File: src/rtl/text_mode_pkg.sv
// Shared constants for the text-mode pixel pipeline.
// Glyph geometry, attribute bit positions and stage bundles.
package text_mode_pkg;

    localparam int CHAR_W    = 8;
    localparam int CHAR_H    = 16;
    localparam int PIPE_LAT  = 3;

    localparam int FG_LSB    = 0;
    localparam int BG_LSB    = 4;
    localparam int BLINK_BIT = 7;

    typedef struct packed {
        logic       valid;
        logic       cur;
        logic [2:0] px;
        logic [3:0] line;
    } s0_t;

    typedef struct packed {
        logic       valid;
        logic       cur;
        logic [2:0] px;
    } s1_t;

endpackage

File: src/rtl/text_blink_timer.sv
// Frame counter producing the blink phase for text and cursor.
// The phase toggles once every BLINK_FRAMES frame ticks.
module text_blink_timer #(
    parameter int BLINK_FRAMES = 16
) (
    input  logic clk,
    input  logic rst_n,
    input  logic i_frame_tick,
    output logic o_blink_phase
);

    localparam int CW = $clog2(BLINK_FRAMES);

    logic [CW-1:0] r_cnt;
    logic          r_phase;

    always_ff @(posedge clk or negedge rst_n) begin
        if (!rst_n) begin
            r_cnt   <= '0;
            r_phase <= 1'b0;
        end else if (i_frame_tick) begin
            if (r_cnt == CW'(BLINK_FRAMES - 1)) begin
                r_cnt   <= '0;
                r_phase <= ~r_phase;
            end else begin
                r_cnt <= r_cnt + CW'(1);
            end
        end
    end

    assign o_blink_phase = r_phase;

endmodule

File: src/rtl/text_attr_fetch.sv
// Text-mode pixel pipeline: pixel x/y -> char/attr -> glyph -> fg/bg/pix_on.
// Three register stages; syncs travel alongside the pixel data.
module text_attr_fetch
    import text_mode_pkg::*;
#(
    parameter int COLS         = 80,
    parameter int ROWS         = 30,
    parameter int BLINK_FRAMES = 16,
    parameter int CURSOR_START = 14
) (
    input  logic        clk,
    input  logic        rst_n,
    input  logic [9:0]  pix_x,
    input  logic [9:0]  pix_y,
    input  logic        active_in,
    input  logic        hsync_in,
    input  logic        vsync_in,
    input  logic        frame_tick,
    input  logic        blink_en,
    input  logic        cursor_en,
    input  logic [6:0]  cursor_col,
    input  logic [4:0]  cursor_row,
    output logic [11:0] tram_addr,
    input  logic [15:0] tram_rdata,
    output logic [11:0] font_addr,
    input  logic [7:0]  font_rdata,
    output logic [3:0]  fg,
    output logic [3:0]  bg,
    output logic        pix_on,
    output logic        active_out,
    output logic        hsync_out,
    output logic        vsync_out
);

    logic [6:0] w_col;
    logic [5:0] w_row;
    logic [2:0] w_px;
    logic [3:0] w_line;
    logic       w_cell_ok;
    logic       w_cur;
    logic       w_phase;

    assign w_col  = pix_x[9:3];
    assign w_row  = pix_y[9:4];
    assign w_px   = pix_x[2:0];
    assign w_line = pix_y[3:0];

    // pix_y[9] is kept in the row so rows 32+ never alias onto the screen
    assign w_cell_ok = active_in
                     & (w_col < 7'(COLS))
                     & (w_row < 6'(ROWS));

    assign w_cur = cursor_en
                 & (w_col == cursor_col)
                 & (w_row == {1'b0, cursor_row})
                 & (w_line >= 4'(CURSOR_START));

    assign tram_addr = 12'(w_row[4:0]) * 12'(COLS) + 12'(w_col);

    text_blink_timer #(
        .BLINK_FRAMES (BLINK_FRAMES)
    ) u_blink (
        .clk           (clk),
        .rst_n         (rst_n),
        .i_frame_tick  (frame_tick),
        .o_blink_phase (w_phase)
    );

    s0_t                       r_s0;
    s1_t                       r_s1;
    logic [7:0]                r_attr;
    logic [11:0]               r_font_addr;
    logic [PIPE_LAT-1:0][2:0]  r_sync;
    logic [3:0]                r_fg;
    logic [3:0]                r_bg;
    logic                      r_pix_on;

    logic       w_glyph;
    logic       w_hide;
    logic       w_on;
    logic [3:0] w_bg;

    assign w_glyph = font_rdata[3'(CHAR_W - 1) - r_s1.px];
    assign w_bg    = blink_en ? {1'b0, r_attr[BG_LSB +: 3]}
                              : r_attr[BG_LSB +: 4];
    assign w_hide  = blink_en & r_attr[BLINK_BIT] & w_phase;
    assign w_on    = (r_s1.cur & ~w_phase) | (w_glyph & ~w_hide);

    always_ff @(posedge clk or negedge rst_n) begin
        if (!rst_n) begin
            r_s0        <= '0;
            r_s1        <= '0;
            r_attr      <= '0;
            r_font_addr <= '0;
            r_sync      <= '0;
            r_fg        <= '0;
            r_bg        <= '0;
            r_pix_on    <= 1'b0;
        end else begin
            r_s0.valid  <= w_cell_ok;
            r_s0.cur    <= w_cur;
            r_s0.px     <= w_px;
            r_s0.line   <= w_line;

            r_s1.valid  <= r_s0.valid;
            r_s1.cur    <= r_s0.cur;
            r_s1.px     <= r_s0.px;
            r_attr      <= tram_rdata[15:8];
            r_font_addr <= {tram_rdata[7:0], r_s0.line};

            r_sync <= {r_sync[PIPE_LAT-2:0],
                       {active_in, hsync_in, vsync_in}};

            if (r_s1.valid) begin
                r_fg     <= r_attr[FG_LSB +: 4];
                r_bg     <= w_bg;
                r_pix_on <= w_on;
            end else begin
                r_fg     <= '0;
                r_bg     <= '0;
                r_pix_on <= 1'b0;
            end
        end
    end

    assign font_addr  = r_font_addr;
    assign fg         = r_fg;
    assign bg         = r_bg;
    assign pix_on     = r_pix_on;
    assign active_out = r_sync[PIPE_LAT-1][2];
    assign hsync_out  = r_sync[PIPE_LAT-1][1];
    assign vsync_out  = r_sync[PIPE_LAT-1][0];

endmodule
File: config.mk
export PLATFORM = sky130hd
export DESIGN_NAME = text_attr_fetch
export DESIGN_NICKNAME = d
export VERILOG_FILES = /design/src/rtl/text_mode_pkg.sv /design/src/rtl/text_blink_timer.sv /design/src/rtl/text_attr_fetch.sv
export SDC_FILE = /design/constraint.sdc
export NUM_CORES = 1
export LEC_CHECK = 0
export ABC_CLOCK_PERIOD_IN_PS = 2400
export BUFFER_PORTS_ARGS = -buffer_cell sky130_fd_sc_hd__buf_4
export CORE_MARGIN = 5
export CORE_UTILIZATION = 48
export CTS_BUF_LIST = sky130_fd_sc_hd__clkbuf_8
export DETAILED_ROUTE_END_ITERATION = 7
export PLACE_DENSITY = 0.86
export SYNTH_ARGS = -nofsm -noshare
export SYNTH_HDL_FRONTEND = slang
export SYNTH_SLANG_ARGS = --single-unit
File: constraint.sdc
create_clock -name clk -period 2.4 [get_ports clk]
set_input_delay 0.24 -clock clk [delete_from_list [all_inputs] [get_ports clk]]
set_output_delay 0.24 -clock clk [all_outputs]
set_load 0.005 [all_outputs]
Yosys cells after proc, flatten, opt, wreduce, memory -nomap -nowiden
Cells that the tools add are included.
- bits in registers: 57
- latch bits: 0
- memory bits (writable): 0
- bits in read-only memories: 0
- input port bits: 64
- output and inout port bits: 36
- word-level logic and storage cells: 48
- memories kept: 0
- add/subtract/negate cells: 3
- $mul: 1
- div/mod/pow operators: 0
- $lt $le $gt $ge: 4
- equality and inequality tests: 3
- shift operators: 0
- mux-type cells: 7
- bitwise logic cells: 12
- reduce and logical (&&, ||, !) cells: 1
- operators by type and width (kind ; count):
    $mux 4 ; 4
    $add 12x7->12 ; 1
    $and 1x1->1 ; 9
    $mul 5x3->8 const B ; 1
    $eq 7x7->1 ; 1
    $lt 7x7->1 const B ; 1
    $eq 6x5->1 ; 1
    $lt 6x5->1 const B ; 1
    $add 4x1->4 const B ; 1
    $eq 4x4->1 const B ; 1
    $ge 4x4->1 const B ; 1
    $lt 3x4->1 const B ; 1
    $bmux 1 s3 ; 1
    $sub 3x3->3 const A ; 1
    $mux 1 ; 2
    $not 1->1 ; 2
    $reduce_and 2->1 ; 1
    $or 1x1->1 ; 1

Longest topological paths before layout
Gate-level depths: netlist of the first run.
- depth after elaboration: 6
- mapped depth: 7
- depth with buffers taken out: 7

Cells and area by module
A second synthesis of the first run with hierarchy kept.
- cells, all modules: 144
- area, all modules: 2167.1 um^2
- modules (own cells, without submodules) (module ; instances ; cells an instance ; area each (um^2) ; sequential area each (um^2)):
    text_attr_fetch ; 1 ; 126 ; 1941.9 ; 1301.2
    text_blink_timer ; 1 ; 18 ; 225.2 ; 125.1

Least setup slack after synthesis of the first run
OpenSTA, ideal clock, no wires.
- kind: input to output
- start: in pix_y[5]
- end: out tram_addr[11]
- arrival: 1.735 ns
- required time: 2.160 ns
- path slack: 0.425 ns
- stages: 6
- buffers on the path: 0
- cell sequence: ha_1 ha_1 inv_1 fa_1 xor2_1 o41ai_1
- longest elaborated chain between the ends: 2
- RTL lines (element ; line ; text):
    from (decl) ; text_attr_fetch.sv:14 ; input logic [9:0] pix_y,
    $mul 5x3->8 ; text_attr_fetch.sv:58 ; assign tram_addr = 12'(w_row[4:0]) * 12'(COLS) + 12'(w_col);
    $add 12x7->12 ; text_attr_fetch.sv:58 ;
    to (decl) ; text_attr_fetch.sv:23 ; output logic [11:0] tram_addr,
Every way passes these cells.

Final worst setup path of the first run
- start: in pix_y[5]
- end: out tram_addr[10]
Same word-level chain as after synthesis.

==> run metrics, run 1 <==
R2R setup slack=1.15 ns; worst endpoint data arrival time=roughly 2.1 ns; wire per inst=17.3 um; post-synthesis async set-or-reset flop share=1.00; top cells by area, synth=dfrtp_1 (65%), ha_1 (5.7%), xnor2_1 (4.0%), xor2_1 (4.0%), and2_1 (2.0%); Reg clk slew, reported paths=0.06 ns; layout cells sized above 1=0.446; CP Capture Type=output port; CP Max Fanout=5; switching portion of total power=0.239; 1st-pass router iterations=4; Post-synth EDFFs=0; global-route wire length before repair=between 8000 and 9000 um; Cell variety after synth=30; clock power share=0.387; gpl congestion=0.798; DRC Markers=0; # setup viols final=0; combinational share of power=0.171; flops & latches, synth=between 50 and 60; Avg Inst Size Synth=roughly 14 um2; fin cells=between 300 and 400; Post-Route WL=approximately 5700 um; global route overflow=0; worst hold slack=approximately 0.03 ns; H-tree depth=3; Clock Sink Count=57; post-synth top area share=0.653; Ant. Diodes=0; Rows=24; Worst VDD drop=0.350 mV; FMAX=between 400 and 500 MHz; Design Area, Final=roughly 3400 um2; worst hold path class=primary input to flip-flop; post-CTS setup buffer count=0; Inst Count DP=300; via-per-instance ratio=between 4 and 5; sequential share of the synthesized area=0.653; fin. max-slew vios=0; most frequent cell after synthesis=dfrtp_1; worst slew pin tran=between 0.6 and 0.7 ns; largest net degree at the start of global routing=just under 60; Sw Pwr=approximately 0.59 mW; Setup Skew=about 0.0072 ns; Post-Synthesis Cells=around 150; CTS tree=yes; synth warn=0; max cap viols=0; Post-DRT Antenna Nets=0; startpoint class of the critical path=primary input; crit path time final=roughly 2.4 ns; Die Height=77.4 um; placed cell area=between 2000 and 3000 um2; initial core utilization=0.498; Worst EP required=2.16 ns; io pins=100; die area=between 5000 and 6000 um2; Chip Width=roughly 77 um; worst hold stages=1; clock root buffer=clkbuf_8; setup_tns=0 ns; initial antenna violation count=0; # port buffers=99; largest area contributor in the netlist=dfrtp_1; Post-synth top cells=dfrtp_1 (57), ha_1 (10), xnor2_1 (10), xor2_1 (10), inv_1 (8); # fillers=259; Final Hold Vio Count=0; area grow syn2layout=54.2%; Reg power frac=0.442; unrepaired setup endpoints after global routing=no; Starting DRT DRC Count=between 100 and 150; top_reg_cell synth=dfrtp_1; Tcrit/Tclk final=0.982; Netlist Area Pre-Place=about 2200 um2; vias post-DR=roughly 1700; Power Density=between 700 and 800 nW/um2; CP Class=primary input to output port; CTS buffer count=9; Int Pwr=~1.9 mW; number of global-route vias before repair=around 1700; gr usage total=0.186; Detail Placement HPWL=3890 um; Worst slew margin=0.549; clock buffer depth=2; Worst Reg2Reg Path Length in Cells=3; status=completed; P_leak=around 1.7 nW; worst skew pair latency=around 0.32 ns; syn_nets=between 200 and 250; final net count=roughly 350; core outline area=~4400 um2
-- path summary, 6_finish.rpt --
check	end	start
hold / removal	font_addr[10]	tram_rdata[6]
setup / recovery	tram_addr[10]	pix_y[5]
min in group asynchronous	font_addr[0]	rst_n
setup reg to reg	pix_on	r_s1[0]
max in group asynchronous	u_blink.r_cnt[0]	rst_n
hold reg to reg	r_s1[4]	r_s0[8]
-- what timing repair did --
| action | CTS | global route |
|---|---|---|
| hold endpoints to repair | 57 | 15 |
| hold buffers | 1 | 15 |
| resized for setup | 0 | 5 |
| setup endpoints to repair | 0 | 2 |
-- state kept, by name, summed over array words and instances (netlist names) --
register / flops
active_out: 1
bg: 4
fg: 4
font_addr: 12
hsync_out: 1
pix_on: 1
r_attr: 8
r_s0: 9
r_s1: 5
r_sync: 6
u_blink.o_blink_phase: 1
u_blink.r_cnt: 4
vsync_out: 1
-- stage by stage --
stage	utilization	power, mW	setup WS (ns)
floorplan	-	1.27	0.425
global placement	0.676	1.48	0.120
detailed placement	0.676	1.50	0.0454
CTS	0.728	2.47	0.0282
global route	0.768	2.62	0.00139
finish	0.768	2.48	0.0420
-- cell families after synthesis --
| logic type | share of synthesized area |
|---|---|
| adder cells (fa/ha/maj) | 0.0756 |
| buffers and inverters | 0.0275 |
| AO/OA/AOI/OAI | 0.0390 |
| flip-flops | 0.653 |
| XOR/XNOR | 0.0877 |
| AND/OR/NAND/NOR | 0.0917 |
| multiplexers | 0.0252 |
-- cell usage in the layout, fill, tap and decap left out, types with 3 or more instances in the layout --
cell	synthesis	routed
buf_4	4	99
dfrtp_1	57	57
dlygate4sd3_1	0	16
xnor2_1	10	10
ha_1	10	10
clkbuf_8	0	10
inv_1	8	9
xor2_1	10	9
and2_1	7	7
o21ai_0	6	6
nand4_1	5	5
nand2_1	4	4
nand3_1	3	3
-- layout make-up --
cell class              instances  area [um2]  area share
clock buffers                  10         138      0.0409
clock inverters                 6        82.6      0.0245
inverters                       8        30.0     0.00892
multi-input cells              84         722       0.214
flip-flops and latches         57        1430       0.424
well taps                      52        65.1      0.0193
repair buffers                115         903       0.268
-- routing by layer --
metal	global-route usage	wire length (um)	vias up
li1	-	-	752
met1	0.197	1910	793
met2	0.312	3090	96
met3	0.0903	637	10
met4	0.0825	99	0
met5	0	0	-
-- power groups by stage --
| stage | clock network (mW) | registers [mW] | logic, mW |
|---|---|---|---|
| floorplan | 0 | 1.10 | 0.172 |
| global placement | 0 | 1.10 | 0.378 |
| detailed placement | 0 | 1.11 | 0.392 |
| CTS | 0.984 | 1.09 | 0.397 |
| global route | 1.04 | 1.11 | 0.468 |
| finish | 0.962 | 1.10 | 0.425 |
-- worst max-delay path, cell delays in order --
cell	delay (ns)
buf_4	0.14
ha_1	0.30
ha_1	0.21
inv_1	0.09
fa_2	0.44
nand2b_2	0.22
nor3_2	0.18
xnor2_1	0.15
buf_4	0.14
(Power assumes the default switching activity.)
==> run 2, diff against run 1 <==
- ABC_CLOCK_PERIOD_IN_PS: 2400 -> 1900
- CORE_UTILIZATION: 48 -> 43
- PLACE_DENSITY: 0.86 -> 0.81
- SETUP_SLACK_MARGIN: default -> 0.4
- clock period: 2.4 -> 1.9 ns (I/O delays scaled with it)
==> run 2 against run 1 <==
Effect of this change: the flow now finishes with violations (negative setup slack); register-to-register slack worse by 0.49 ns; clock power is 10% higher; die area is 10% higher; critical path type unchanged.
==> run metrics, run 2 (same netlist as run 1, synthesis figures left out) <==
status=finished, violations left; failing checks=negative setup slack; via-per-instance ratio=4.73 (-4.9%); fin cells=372 (+12%); R2R setup slack=0.66 ns (-0.49 ns); Chip Width=81.3 um (+4.9%); io pins=100 (unchanged); startpoint class of the critical path=primary input; 1st-pass router iterations=4 (unchanged); DRC Markers=0 (unchanged); Ant. Diodes=0 (unchanged); global-route wire length before repair=9520 um (+13%); Post-Route WL=6270 um (+9.3%); global route overflow=0 (unchanged); max reg flops=12 (unchanged); Worst VDD drop=0.418 mV (+19%); Reg power frac=0.442 (about the same); area grow syn2layout=72.2%; setup_tns=-0.214 ns (-0.214 ns); Final Hold Vio Count=0 (unchanged); worst hold path endpoint=r_s0[7]; Die Height=81.3 um (+4.9%); CTS buffer count=9 (unchanged); wire per inst=16.9 um (-2.4%); Final Core Density=0.751 (-0.0175); Detail Placement HPWL=3690 um (-5.0%); Starting DRT DRC Count=61 (-50%); initial core utilization=0.436 (-0.0622); core outline area=5010 um2 (+14%); reg2reg end=pix_on; Sw Pwr=0.798 mW (+34%); # port buffers=99 (unchanged); # setup viols final=4 (+4); gr usage total=0.200 (+0.0145); clock power share=0.339 (-0.048); max cap viols=0 (unchanged); fin. max-slew vios=0 (unchanged); r2r startpoint=r_s1[0]; worst endpoint data arrival time=1.81 ns (-0.31 ns); worst skew pair latency=0.32 ns (about the same); gpl congestion=0.717 (-10%); FMAX=500 MHz; clock buffer depth=2 (unchanged); CP Max Fanout=3 (-2); vias post-DR=1759 (+6.5%); Clock Sink Count=57 (unchanged); initial antenna violation count=0 (unchanged); CP Capture Type=output port; Inst Count DP=325 (+8.3%); Setup Skew=0.00522 ns (-0.00202 ns); Tcrit/Tclk final=1.05; clock root buffer=clkbuf_8; switching portion of total power=0.254 (+0.0153); worst hold start=pix_y[9]; pre-CTS WS=-0.167 ns (-0.213 ns); combinational share of power=0.219 (+0.048); H-tree depth=3 (unchanged); die area=6600 um2 (+10%); final net count=373 (+6.3%); crit path time final=~2 ns; most common cell after layout, fill and taps aside=buf_4; CTS tree=yes; worst hold path class=primary input to flip-flop; Post-DRT Antenna Nets=0 (unchanged); Reg clk slew, reported paths=0.06 ns (about the same); Worst slew margin=0.558 (+0.00882); worst hold stages=2 (+1); Power Density=835 nW/um2 (+13%); P_leak=1.81 nW (+8.1%); Worst Reg2Reg Path Length in Cells=3 (unchanged); Int Pwr=2.34 mW (+24%); Rows=26 (+8.3%); unrepaired setup endpoints after global routing=yes; layout cells sized above 1=0.487 (+0.0403); commonest non-fill, non-tap cells in the layout=buf_4 (101), dfrtp_1 (57), dlygate4sd3_1 (27); worst slew pin tran=0.663 ns (-0.0132 ns); largest net degree at the start of global routing=58 (unchanged); Worst EP required=1.71 ns (-0.45 ns); number of global-route vias before repair=1951 (+13%); PnR worst setup slack=-0.0997 ns (-0.142 ns); CP Class=primary input to output port
[run 2: cell count changes in the layout (fill, tap and decap cells not counted), sizes merged]
| cell | delta |
|---|---|
| bufinv | -1 |
| clkinv | -1 |
| inv | +2 |
| buf | +11 |
| dlygate4sd3 | +11 |
[run 2: final cells by class]
class                   instances  area, um2
inverters                       8       30.0
fillers                       315       1250
clock inverters                 6       51.3
multi-input cells              84        890
well taps                      70       87.6
repair buffers                137       1140
clock buffers                  10        138
flip-flops and latches         57       1430
[run 2: routing by layer]
metal	global-route usage	share of wire	vias up
li1	-	-	798
met1	0.202	0.36	860
met4	0.0980	0.020	0
met5	0	0	-
met2	0.374	0.54	89
met3	0.0565	0.074	12
[run 2: repair_timing]
action,4_1_cts,5_1_grt
hold buffers,27,0
setup buffers,2,2
endpoints found under the setup margin,6,5
gates cloned,0,0
hold endpoints to repair,83,0
resized for setup,24,3
pin swaps,11,4
[run 2: power groups by stage]
stage	sequential, mW	combinational, mW	clock [mW]
2_1_floorplan	1.39	0.243	0
6_report	1.39	0.687	1.06
3_5_place_dp	1.40	0.536	0
5_1_grt	1.40	0.752	1.14
4_1_cts	1.38	0.660	1.06
3_3_place_gp	1.39	0.520	0
[run 2: per-stage QoR]
step,hold slack [ns],cell area (um2),power [mW]
after global placement,0.265,3090,1.91
after CTS,0.0208,3730,3.10
after detailed placement,0.267,3090,1.93
after floorplan,-0.106,2240,1.63
final,0.0294,3760,3.14
after global routing,0.0210,3760,3.29
[run 2: worst max-delay path: stages]
cell and delay, ns:
buf_8 0.10, ha_4 0.23, ha_4 0.16, inv_2 0.05, fa_2 0.44, nand2b_4 0.19
nor3_4 0.14, xnor2_1 0.16, buf_4 0.15
[run 2: how the worst max path moves through the flow]
stage,startpoint,to,slack (ns)
global placement,pix_y[5],tram_addr[11],-0.13
detailed placement,pix_y[5],tram_addr[11],-0.17
finish,pix_y[5],tram_addr[10],-0.1
floorplan,pix_y[4],tram_addr[11],0.16
CTS,pix_y[5],tram_addr[10],-0.07
global route,pix_y[7],tram_addr[10],-0.17
